### src/rtl/antares_ex_muldiv_unit_if.sv
`default_nettype none
// ============================================================================
//  Module   : antares_ex_muldiv_unit_if
//  Purpose  : EX-stage <-> multiply/divide unit signal bundle
//  Revision : 1.0  initial release
// ============================================================================
interface antares_ex_muldiv_unit_if;
    logic [31:0] ex_data_rs;
    logic [31:0] ex_data_rt;
    logic [3:0]  ex_md_op;
    logic        ex_flush;
    logic        ex_stall;
    logic [31:0] md_hi;
    logic [31:0] md_lo;
    logic        md_stall;
    logic        md_busy;

    // Pipeline side: issues operands/opcodes, consumes HI/LO and the stall
    modport master (
        output ex_data_rs, ex_data_rt, ex_md_op, ex_flush, ex_stall,
        input  md_hi, md_lo, md_stall, md_busy
    );

    // Unit side
    modport slave (
        input  ex_data_rs, ex_data_rt, ex_md_op, ex_flush, ex_stall,
        output md_hi, md_lo, md_stall, md_busy
    );
endinterface
`default_nettype wire

### src/rtl/antares_ex_muldiv_unit.sv
`default_nettype none
// ============================================================================
//  Module   : antares_ex_muldiv_unit
//  Purpose  : EX-stage multiply/divide unit holding the HI/LO registers.
//             2-cycle multiply (with optional accumulate), 32-cycle restoring
//             divide plus a sign-fixup cycle.
//  Revision : 1.0  initial release
// ============================================================================
module antares_ex_muldiv_unit #(
    parameter bit ENABLE_MADD = 1'b1
) (
    input  wire                      clk,
    input  wire                      rst,
    antares_ex_muldiv_unit_if.slave  md_if
);
    localparam logic [3:0] c_OP_MULT  = 4'd1;
    localparam logic [3:0] c_OP_MULTU = 4'd2;
    localparam logic [3:0] c_OP_DIV   = 4'd3;
    localparam logic [3:0] c_OP_DIVU  = 4'd4;
    localparam logic [3:0] c_OP_MTHI  = 4'd5;
    localparam logic [3:0] c_OP_MTLO  = 4'd6;
    localparam logic [3:0] c_OP_MADD  = 4'd7;
    localparam logic [3:0] c_OP_MADDU = 4'd8;
    localparam logic [3:0] c_OP_MSUB  = 4'd9;
    localparam logic [3:0] c_OP_MSUBU = 4'd10;

    typedef enum logic [2:0] {
        S_IDLE = 3'd0,
        S_MUL1 = 3'd1,
        S_MUL2 = 3'd2,
        S_DIV  = 3'd3,
        S_DFIX = 3'd4,
        S_DONE = 3'd5
    } state_t;

    state_t      r_state, w_state_next;
    logic [31:0] r_hi, r_lo;
    logic [32:0] r_op_a, r_op_b;     // multiply: extended operands; divide: quotient/dividend and divisor
    logic [63:0] r_prod;
    logic [31:0] r_rem;
    logic [5:0]  r_count;
    logic [3:0]  r_op;
    logic        r_neg_q, r_neg_r, r_busy;

    logic        w_is_mul, w_is_div, w_is_signed, w_start, w_stall;
    logic [31:0] w_abs_rs, w_abs_rt;
    logic [63:0] w_mul_a, w_mul_b, w_mul_result;
    logic [32:0] w_div_shift, w_div_diff;
    logic [31:0] w_div_rem, w_div_quo, w_quo_fix, w_rem_fix;

    // Opcode decode of the instruction sitting in EX
    always_comb begin
        w_is_mul    = 1'b0;
        w_is_div    = 1'b0;
        w_is_signed = 1'b0;
        case (md_if.ex_md_op)
            c_OP_MULT, c_OP_MADD, c_OP_MSUB: begin
                w_is_mul    = 1'b1;
                w_is_signed = 1'b1;
            end
            c_OP_MULTU, c_OP_MADDU, c_OP_MSUBU: w_is_mul = 1'b1;
            c_OP_DIV: begin
                w_is_div    = 1'b1;
                w_is_signed = 1'b1;
            end
            c_OP_DIVU: w_is_div = 1'b1;
            default: ;
        endcase
    end

    // A long op starts only from IDLE; flush and reset both veto it
    assign w_start  = rst && (r_state == S_IDLE) && (w_is_mul || w_is_div) && !md_if.ex_flush;
    assign w_abs_rs = (w_is_signed && md_if.ex_data_rs[31]) ? (32'd0 - md_if.ex_data_rs) : md_if.ex_data_rs;
    assign w_abs_rt = (w_is_signed && md_if.ex_data_rt[31]) ? (32'd0 - md_if.ex_data_rt) : md_if.ex_data_rt;

    // Only the low 64 bits of the 66-bit signed product matter, so a
    // 64x64 modulo-2^64 multiply of the sign-extended operands suffices.
    assign w_mul_a = {{31{r_op_a[32]}}, r_op_a};
    assign w_mul_b = {{31{r_op_b[32]}}, r_op_b};

    // Restoring divide step: shift in the next dividend bit, trial-subtract
    assign w_div_shift = {r_rem, r_op_a[31]};
    assign w_div_diff  = w_div_shift - {1'b0, r_op_b[31:0]};
    assign w_div_rem   = w_div_diff[32] ? w_div_shift[31:0] : w_div_diff[31:0];
    assign w_div_quo   = {r_op_a[30:0], ~w_div_diff[32]};
    assign w_quo_fix   = r_neg_q ? (32'd0 - r_op_a[31:0]) : r_op_a[31:0];
    assign w_rem_fix   = r_neg_r ? (32'd0 - r_rem) : r_rem;

    // Final HI/LO value for the multiply family
    always_comb begin
        w_mul_result = r_prod;
        if (ENABLE_MADD) begin
            case (r_op)
                c_OP_MADD, c_OP_MADDU: w_mul_result = {r_hi, r_lo} + r_prod;
                c_OP_MSUB, c_OP_MSUBU: w_mul_result = {r_hi, r_lo} - r_prod;
                default: ;
            endcase
        end
    end

    // Next-state and stall request
    always_comb begin
        w_state_next = r_state;
        w_stall      = 1'b0;
        case (r_state)
            S_IDLE: if (w_start) begin
                w_stall      = 1'b1;
                w_state_next = w_is_div ? S_DIV : S_MUL1;
            end
            S_MUL1: begin
                w_stall      = 1'b1;
                w_state_next = S_MUL2;
            end
            S_MUL2: begin
                w_stall      = 1'b1;
                w_state_next = S_DONE;
            end
            S_DIV: begin
                w_stall = 1'b1;
                if (r_count == 6'd0) w_state_next = S_DFIX;
            end
            S_DFIX: begin
                w_stall      = 1'b1;
                w_state_next = S_DONE;
            end
            // Wait here until EX moves on so the finished op is not re-issued
            S_DONE: if (!md_if.ex_stall) w_state_next = S_IDLE;
            default: w_state_next = S_IDLE;
        endcase
        if (md_if.ex_flush) begin
            w_state_next = S_IDLE;
            w_stall      = 1'b0;
        end
    end

    // State register and registered busy flag
    always_ff @(posedge clk or negedge rst) begin
        if (!rst) begin
            r_state <= S_IDLE;
            r_busy  <= 1'b0;
        end else begin
            r_state <= w_state_next;
            r_busy  <= (w_state_next inside {S_MUL1, S_MUL2, S_DIV, S_DFIX});
        end
    end

    // Operand capture, multiply/divide datapath and HI/LO writes
    always_ff @(posedge clk or negedge rst) begin
        if (!rst) begin
            r_hi    <= 32'd0;
            r_lo    <= 32'd0;
            r_op_a  <= 33'd0;
            r_op_b  <= 33'd0;
            r_prod  <= 64'd0;
            r_rem   <= 32'd0;
            r_count <= 6'd0;
            r_op    <= 4'd0;
            r_neg_q <= 1'b0;
            r_neg_r <= 1'b0;
        end else begin
            if (w_start) begin
                r_op <= md_if.ex_md_op;
                if (w_is_div) begin
                    r_op_a  <= {1'b0, w_abs_rs};
                    r_op_b  <= {1'b0, w_abs_rt};
                    r_rem   <= 32'd0;
                    r_count <= 6'd31;
                    // A zero divisor keeps the all-ones quotient un-negated
                    r_neg_q <= w_is_signed && (md_if.ex_data_rs[31] ^ md_if.ex_data_rt[31])
                               && (md_if.ex_data_rt != 32'd0);
                    r_neg_r <= w_is_signed && md_if.ex_data_rs[31];
                end else begin
                    r_op_a <= {w_is_signed & md_if.ex_data_rs[31], md_if.ex_data_rs};
                    r_op_b <= {w_is_signed & md_if.ex_data_rt[31], md_if.ex_data_rt};
                end
            end
            if (r_state == S_MUL1) r_prod <= w_mul_a * w_mul_b;
            if (r_state == S_DIV) begin
                r_rem         <= w_div_rem;
                r_op_a[31:0]  <= w_div_quo;
                r_count       <= r_count - 6'd1;
            end
            if (!md_if.ex_flush) begin
                if (r_state == S_MUL2) {r_hi, r_lo} <= w_mul_result;
                if (r_state == S_DFIX) begin
                    r_lo <= w_quo_fix;
                    r_hi <= w_rem_fix;
                end
                if (r_state == S_IDLE && md_if.ex_md_op == c_OP_MTHI) r_hi <= md_if.ex_data_rs;
                if (r_state == S_IDLE && md_if.ex_md_op == c_OP_MTLO) r_lo <= md_if.ex_data_rs;
            end
        end
    end

    assign md_if.md_hi    = r_hi;
    assign md_if.md_lo    = r_lo;
    assign md_if.md_stall = w_stall;
    assign md_if.md_busy  = r_busy;

endmodule
`default_nettype wire

### src/flat_wrapper.sv
// flat-port wrapper written by rule: the top's interface ports become plain ports
module antares_ex_muldiv_unit_flat 
#(
    parameter bit ENABLE_MADD = 1'b1
)
  (clk, rst, md_if_ex_data_rs, md_if_ex_data_rt, md_if_ex_md_op, md_if_ex_flush, md_if_ex_stall, md_if_md_hi, md_if_md_lo, md_if_md_stall, md_if_md_busy);
  antares_ex_muldiv_unit_if md_if_i ();
  input  wire clk;
  input  wire rst;
  input wire logic [$bits(md_if_i.ex_data_rs)-1:0] md_if_ex_data_rs;
  input wire logic [$bits(md_if_i.ex_data_rt)-1:0] md_if_ex_data_rt;
  input wire logic [$bits(md_if_i.ex_md_op)-1:0] md_if_ex_md_op;
  input wire logic [$bits(md_if_i.ex_flush)-1:0] md_if_ex_flush;
  input wire logic [$bits(md_if_i.ex_stall)-1:0] md_if_ex_stall;
  output wire logic [$bits(md_if_i.md_hi)-1:0] md_if_md_hi;
  output wire logic [$bits(md_if_i.md_lo)-1:0] md_if_md_lo;
  output wire logic [$bits(md_if_i.md_stall)-1:0] md_if_md_stall;
  output wire logic [$bits(md_if_i.md_busy)-1:0] md_if_md_busy;
  assign md_if_i.ex_data_rs = md_if_ex_data_rs;
  assign md_if_i.ex_data_rt = md_if_ex_data_rt;
  assign md_if_i.ex_md_op = md_if_ex_md_op;
  assign md_if_i.ex_flush = md_if_ex_flush;
  assign md_if_i.ex_stall = md_if_ex_stall;
  assign md_if_md_hi = md_if_i.md_hi;
  assign md_if_md_lo = md_if_i.md_lo;
  assign md_if_md_stall = md_if_i.md_stall;
  assign md_if_md_busy = md_if_i.md_busy;
  antares_ex_muldiv_unit #(.ENABLE_MADD(ENABLE_MADD)) u_core (.clk(clk), .rst(rst), .md_if(md_if_i));
endmodule
### config.mk
export PLATFORM = sky130hd
export DESIGN_NAME = antares_ex_muldiv_unit_flat
export DESIGN_NICKNAME = d
export VERILOG_FILES = /design/src/rtl/antares_ex_muldiv_unit_if.sv /design/src/rtl/antares_ex_muldiv_unit.sv /design/src/flat_wrapper.sv
export SDC_FILE = /design/constraint.sdc
export NUM_CORES = 2
export LEC_CHECK = 0
export BUFFER_PORTS_ARGS = -buffer_cell sky130_fd_sc_hd__buf_2
export CAP_MARGIN = 20
export CORE_MARGIN = 2
export CORE_UTILIZATION = 30
export CTS_CLUSTER_SIZE = 28
export DETAILED_ROUTE_END_ITERATION = 8
export PLACE_DENSITY_LB_ADDON = 0.12
export SLEW_MARGIN = 20
export SYNTH_ARGS = -nofsm -noshare
export SYNTH_HDL_FRONTEND = slang
export SYNTH_SLANG_ARGS = --single-unit
### constraint.sdc
create_clock -name clk -period 23.3 [get_ports clk]
set_input_delay 3.495 -clock clk [delete_from_list [all_inputs] [get_ports clk]]
set_output_delay 3.495 -clock clk [all_outputs]
set_load 0.02 [all_outputs]
======== After elaboration in Yosys (flattened, before gate mapping) ========
Cells that the tools add are included.
storage, ports and cells
  bits of input ports ..................... 72
  memories kept ........................... 0
  bits in latches ......................... 0
  register bits after elaboration ......... 242
  bits in writable memories ............... 0
  bits in read-only memories .............. 0
operators by class
  mux-type cells .......................... 34
  div/mod/pow operators ................... 0
  eq/ne operators ......................... 23
  multiply operators ...................... 1
  shifts and indexed selects .............. 0
  add/sub/neg operators ................... 8
  magnitude comparators ................... 0
  bitwise logic cells ..................... 5
  reductions and logical operators ........ 30
operators with widths
  operator                                             count
  two-way mux 32 bit                                   16
  one-hot mux 64 bit (2 select lines)                  1
  subtractor 1 x 32 -> 32 bit, first input constant    4
  two-way mux 33 bit                                   2
  adder 64 bit                                         1
  multiplier 33 x 33 -> 64 bit                         1
  subtractor 64 bit                                    1
  subtractor 33 x 32 -> 33 bit                         1
  nonzero test 32 bit                                  1
  equality test 4 bit, second input constant           6
  equality test 4 x 3 -> 1 bit, second input constant  5
  two-way mux 6 bit                                    3
  one-hot mux 3 bit (5 select lines)                   1
  equality test 3 x 2 -> 1 bit, second input constant  4
  two-way mux 3 bit                                    4
  equality test 3 bit, second input constant           3
  logical AND 1 bit                                    9
  equality test 4 x 2 -> 1 bit, second input constant  2
  AND reduction 2 bit                                  4
  OR reduction 2 bit                                   4
  OR reduction 4 bit                                   2
  equality test 3 x 1 -> 1 bit, second input constant  2
  logical NOT 6 bit                                    1
  nonzero test 3 bit                                   2
  14 further kinds                                     21

======== Depth between registers and ports, before layout ========
  word-level depth ........................ 11
  gate-level depth with buffers ........... 31
  mapped depth without buffers ............ 28

======== Worst setup path after synthesis ========
No wires, ideal clock.
  path kind ............................... input to output
  from .................................... in md_if_ex_md_op[1]
  to ...................................... out md_if_md_stall
  stages .................................. 8
  data arrival time ....................... 5.314 ns
  buffers on the path ..................... 4
  setup slack ............................. 14.491 ns
  path through ............................ clkbuf_1 > mux2i_1 > and2_1 > clkbuf_1 > o21ai_1 > clkbuf_1 > clkbuf_1 > a21oi_1
on the way
  word-level cells in the longest chain between the ends .. 9
  elaborated cells on any way between the ends .. 18
  those cells by class .................... eq/ne: 8; mux: 5; reduce/logical: 5
RTL lines
  what                                                                              RTL line                       text
  from (decl)                                                                       flat_wrapper.sv:12             input wire logic [$bits(md_if_i.ex_md_op)-1:0] md_if_ex_md_op;
  equality test 4 x 2 -> 1 bit (tied with other cells)                              antares_ex_muldiv_unit.sv:56   case (md_if.ex_md_op)
  OR reduction 6 bit (no source line) / OR reduction 2 bit (equally long branches)  --
  two-way mux 1 bit                                                                 antares_ex_muldiv_unit.sv:56
  logical OR 1 bit *                                                                antares_ex_muldiv_unit.sv:72   assign w_start = rst && (r_state == S_IDLE) && (w_is_mul || w_is_div) && !md_if.ex_flush;
  logical AND 1 bit * (2 in series)                                                 antares_ex_muldiv_unit.sv:72
  two-way mux 1 bit *                                                               antares_ex_muldiv_unit.sv:106  S_IDLE: if (w_start) begin
  one-hot mux 1 bit (2 select lines) *                                              antares_ex_muldiv_unit.sv:105  case (r_state)
  two-way mux 1 bit *                                                               antares_ex_muldiv_unit.sv:130  if (md_if.ex_flush) begin
  to (decl)                                                                         flat_wrapper.sv:17             output wire logic [$bits(md_if_i.md_stall)-1:0] md_if_md_stall;
Every way passes the cells marked *; elsewhere a longest branch is shown, timed or not.

======== Worst setup path in the final report ========
  from .................................... reg u_core.r_op_a[31]
  to ...................................... reg u_core.r_prod[60]
on the way
  word-level cells in the longest chain between the ends .. 1
RTL lines
  what                          RTL line                       text
  from (decl)                   antares_ex_muldiv_unit.sv:38   logic [32:0] r_op_a, r_op_b;
  from (signal assigned)        antares_ex_muldiv_unit.sv:164  r_op_a <= {1'b0, w_abs_rs};
  from (signal assigned)        antares_ex_muldiv_unit.sv:173  r_op_a <= {w_is_signed & md_if.ex_data_rs[31], md_if.ex_data_rs};
  from (signal assigned)        antares_ex_muldiv_unit.sv:180  r_op_a[31:0] <= w_div_quo;
  multiplier 33 x 33 -> 64 bit  antares_ex_muldiv_unit.sv:177  if (r_state == S_MUL1) r_prod <= w_mul_a * w_mul_b;
  to (signal assigned)          antares_ex_muldiv_unit.sv:177
  to (decl)                     antares_ex_muldiv_unit.sv:39   logic [63:0] r_prod;
No other way between the ends.
A chain may end at the register's enable or synchronous reset.

==> flow_metrics.tcl <==
set metrics [dict create \
    r2r_end "u_core.r_prod[60]" \
    final_common_cell "fa_1" \
    cts_buffer_depth 3 \
    yosysUniqueCellTypes 85 \
    synth_edf_count 0 \
    cts_htree_levels 2 \
    vias 46600 \
    cts_resized 0 \
    ys.flop_type "dfrtp_1" \
    r2r_slack_ps 13690 \
    cap_violations 0 \
    crit_required_ps 23800 \
    die_width_um 445 \
    grt_pass1_wl_um 346000 \
    synthArstFlopShare_pct 100 \
    fin_setup_tns_ps 0 \
    grt_overflow_total 0 \
    outcome "completed" \
    fin_skew_ps 51.3 \
    setup_viol 0 \
    slew_headroom_pct 24.1 \
    first_pass_iters 5 \
    whs_endpoint "u_core.r_neg_q" \
    hold_start "u_core.r_neg_q" \
    avgRoutedWirePerCell_um 25.7 \
    period_needed_ps 9610 \
    crit_arrival_ps 10110 \
    start_util_pct 30.2 \
    cts.sinks 242 \
    final_cell_mix "1127 x fa_1, 1119 x inv_1, 882 x nand2_1, 494 x and2_1, 352 x o21ai_0" \
    syn_nets 8216 \
    grt_max_degree 92 \
    hold_viol 0 \
    grt_usage_pct 23.8 \
    worst_slew_pin_slew_ps 1140 \
    clk_latency_ps 610 \
    synth_cells 6702 \
    synth_seq_cells 242 \
    netlist_area_um2 58300 \
    placed_area_um2 61500 \
    end_kind "flop" \
    grt_antenna_before_repair 12 \
    cts_setup_buffers 0 \
    boundaryPins 138 \
    clkTransAtPathRegs_ps 70 \
    drc_errors 0 \
    yosysWarningCount 0 \
    place_hpwl_um 181000 \
    cts_tree "done" \
    slowest_delay_ps 830 \
    cts-hold-fix-buffers 0 \
    grt_pass1_vias 48400 \
    detail_route.vias_per_cell 5.10 \
    drv_slew 0 \
    drt_iter0_drc 3183 \
    crit_family "adder cells" \
    nFillCells 20300 \
    yosysSeqAreaShare_pct 10.4 \
    nNetsFinal 8098 \
    cts_buffers 34 \
    cts-root-buf "clkbuf_16" \
    finalCritPeriodShare_pct 41.2 \
    cp_max_fo 22 \
    die_area_um2 198000 \
    path_common_cell "fa_1" \
    totalWireLength_um 234000 \
    critical_path_class "reg2reg" \
    whs_path_depth 2 \
    critical_path.slowest_cell "clkinv_1" \
    ant_nets 0 \
    num_rows 161 \
    hold_class "reg2reg" \
    die_h_um 445 \
    crit_buf_inv 7 \
    coreArea_um2 193000 \
    r2r-start "u_core.r_op_a[31]" \
    rsz0062_at_grt "no" \
    place.gp.congestion 0.916 \
    postSynthAreaPerCell_um2 8.69 \
    drive_above_1_share_pct 5.80 \
    area_growth_pct 7.59 \
    r2r_cells 28 \
    port_buffers 137 \
    start_kind "flop" \
    fin_area_um2 62700 \
    fmax_mhz 104 \
]
==> per-layer routing <==
layer / GRT usage [%] / part of all wire (%) / vias to the layer above
met5: 0 / 0 / -
met1: 34.1 / 47 / 24300
met3: 2.04 / 4.5 / 212
met2: 38.1 / 45 / 1257
li1: - / - / 20800
met4: 6.86 / 3.2 / 0
==> tightest hold or removal path, delay by kind of cell, from the launching register on <==
family,cells,cell delay [ps]
AO/OA/AOI/OAI,1,60
flip-flops,1,360
AND/OR/NAND/NOR,1,50
==> through the flow <==
stage / util [%] / std cells / hold slack, ps / worst slack [ps]
2_1_floorplan: - / 6702 / 451 / 14490
3_3_place_gp: 31.9 / 9074 / 490 / 13730
3_5_place_dp: 31.9 / 9074 / 497 / 13800
4_1_cts: 32.5 / 9134 / 510 / 13700
5_1_grt: 32.5 / 9135 / 533 / 13260
6_report: 32.5 / 9139 / 507 / 13690
==> kinds of logic after synthesis <==
| family | count (synthesis) | synth area share (%) |
|---|---|---|
| AO/OA/AOI/OAI | 1099 | 11.7 |
| multiplexers | 45 | 0.790 |
| buffers and inverters | 1524 | 9.82 |
| adder cells (fa/ha/maj) | 1442 | 45.5 |
| AND/OR/NAND/NOR | 2023 | 16.9 |
| XOR/XNOR | 327 | 4.93 |
| flip-flops | 242 | 10.4 |
==> cell usage after synthesis, drive strengths merged, types with 21 or more instances <==
master,instances,area share (%)
a211oi,46,0.59
a21o,107,1.4
a21oi,257,2.2
a22oi,34,0.44
a31oi,34,0.38
and2,497,5.3
and3,29,0.31
buf,36,0.24
clkbuf,366,2.4
dfrtp,242,10
fa,1127,39
ha,315,6.8
inv,1119,7.2
mux2i,37,0.64
nand2,886,5.7
nand2b,33,0.35
nand3,72,0.62
nand4,29,0.31
nor2,244,1.6
nor2b,48,0.52
nor3,64,0.55
nor4,21,0.26
o211ai,48,0.62
o21a,25,0.32
o21ai,357,3.1
o31ai,59,0.76
o41ai,24,0.37
or3,27,0.31
or4,23,0.33
xnor2,149,2.3
xor2,178,2.7
==> cell type report <==
class / count / area, µm² / share of cell area [%]
well taps: 2526 / 3160 / 5.04
inverters: 1122 / 4210 / 6.72
clock buffers: 40 / 913 / 1.46
diodes: 5 / 12.5 / 0.0200
repair buffers: 248 / 1530 / 2.44
flip-flops and latches: 242 / 6080 / 9.69
clock inverters: 20 / 228 / 0.363
multi-input cells: 4936 / 46600 / 74.3
==> how the worst max path moves through the flow <==
| stage | start | to | slack, ps | depth (start not counted) |
|---|---|---|---|---|
| after global routing | u_core.r_op_a[31] | u_core.r_prod[60] | 13260 | 28 |
| after global placement | u_core.r_op_a[9] | u_core.r_prod[63] | 13730 | 26 |
| after CTS | u_core.r_op_a[31] | u_core.r_prod[60] | 13700 | 28 |
| final | u_core.r_op_a[31] | u_core.r_prod[60] | 13690 | 28 |
| after floorplan | md_if_ex_md_op[1] | md_if_md_stall | 14490 | 8 |
| after detailed placement | u_core.r_op_a[31] | u_core.r_prod[60] | 13800 | 28 |
==> flip-flops by register name, indices dropped and copies added, names as in the netlist <==
register,cells
u_core.r_op_b,33
u_core.r_op_a,33
u_core.r_prod,64
u_core.r_rem,32
u_core.r_op,4
u_core.r_neg_r,1
u_core.md_if.md_busy,1
u_core.md_if.md_hi,32
u_core.md_if.md_lo,32
u_core.r_state,3
u_core.r_count,6
u_core.r_neg_q,1
Power is left out: the tool's default activity adds up to more than one toggle a clock period on the data nets, which glitch-free logic cannot reach.
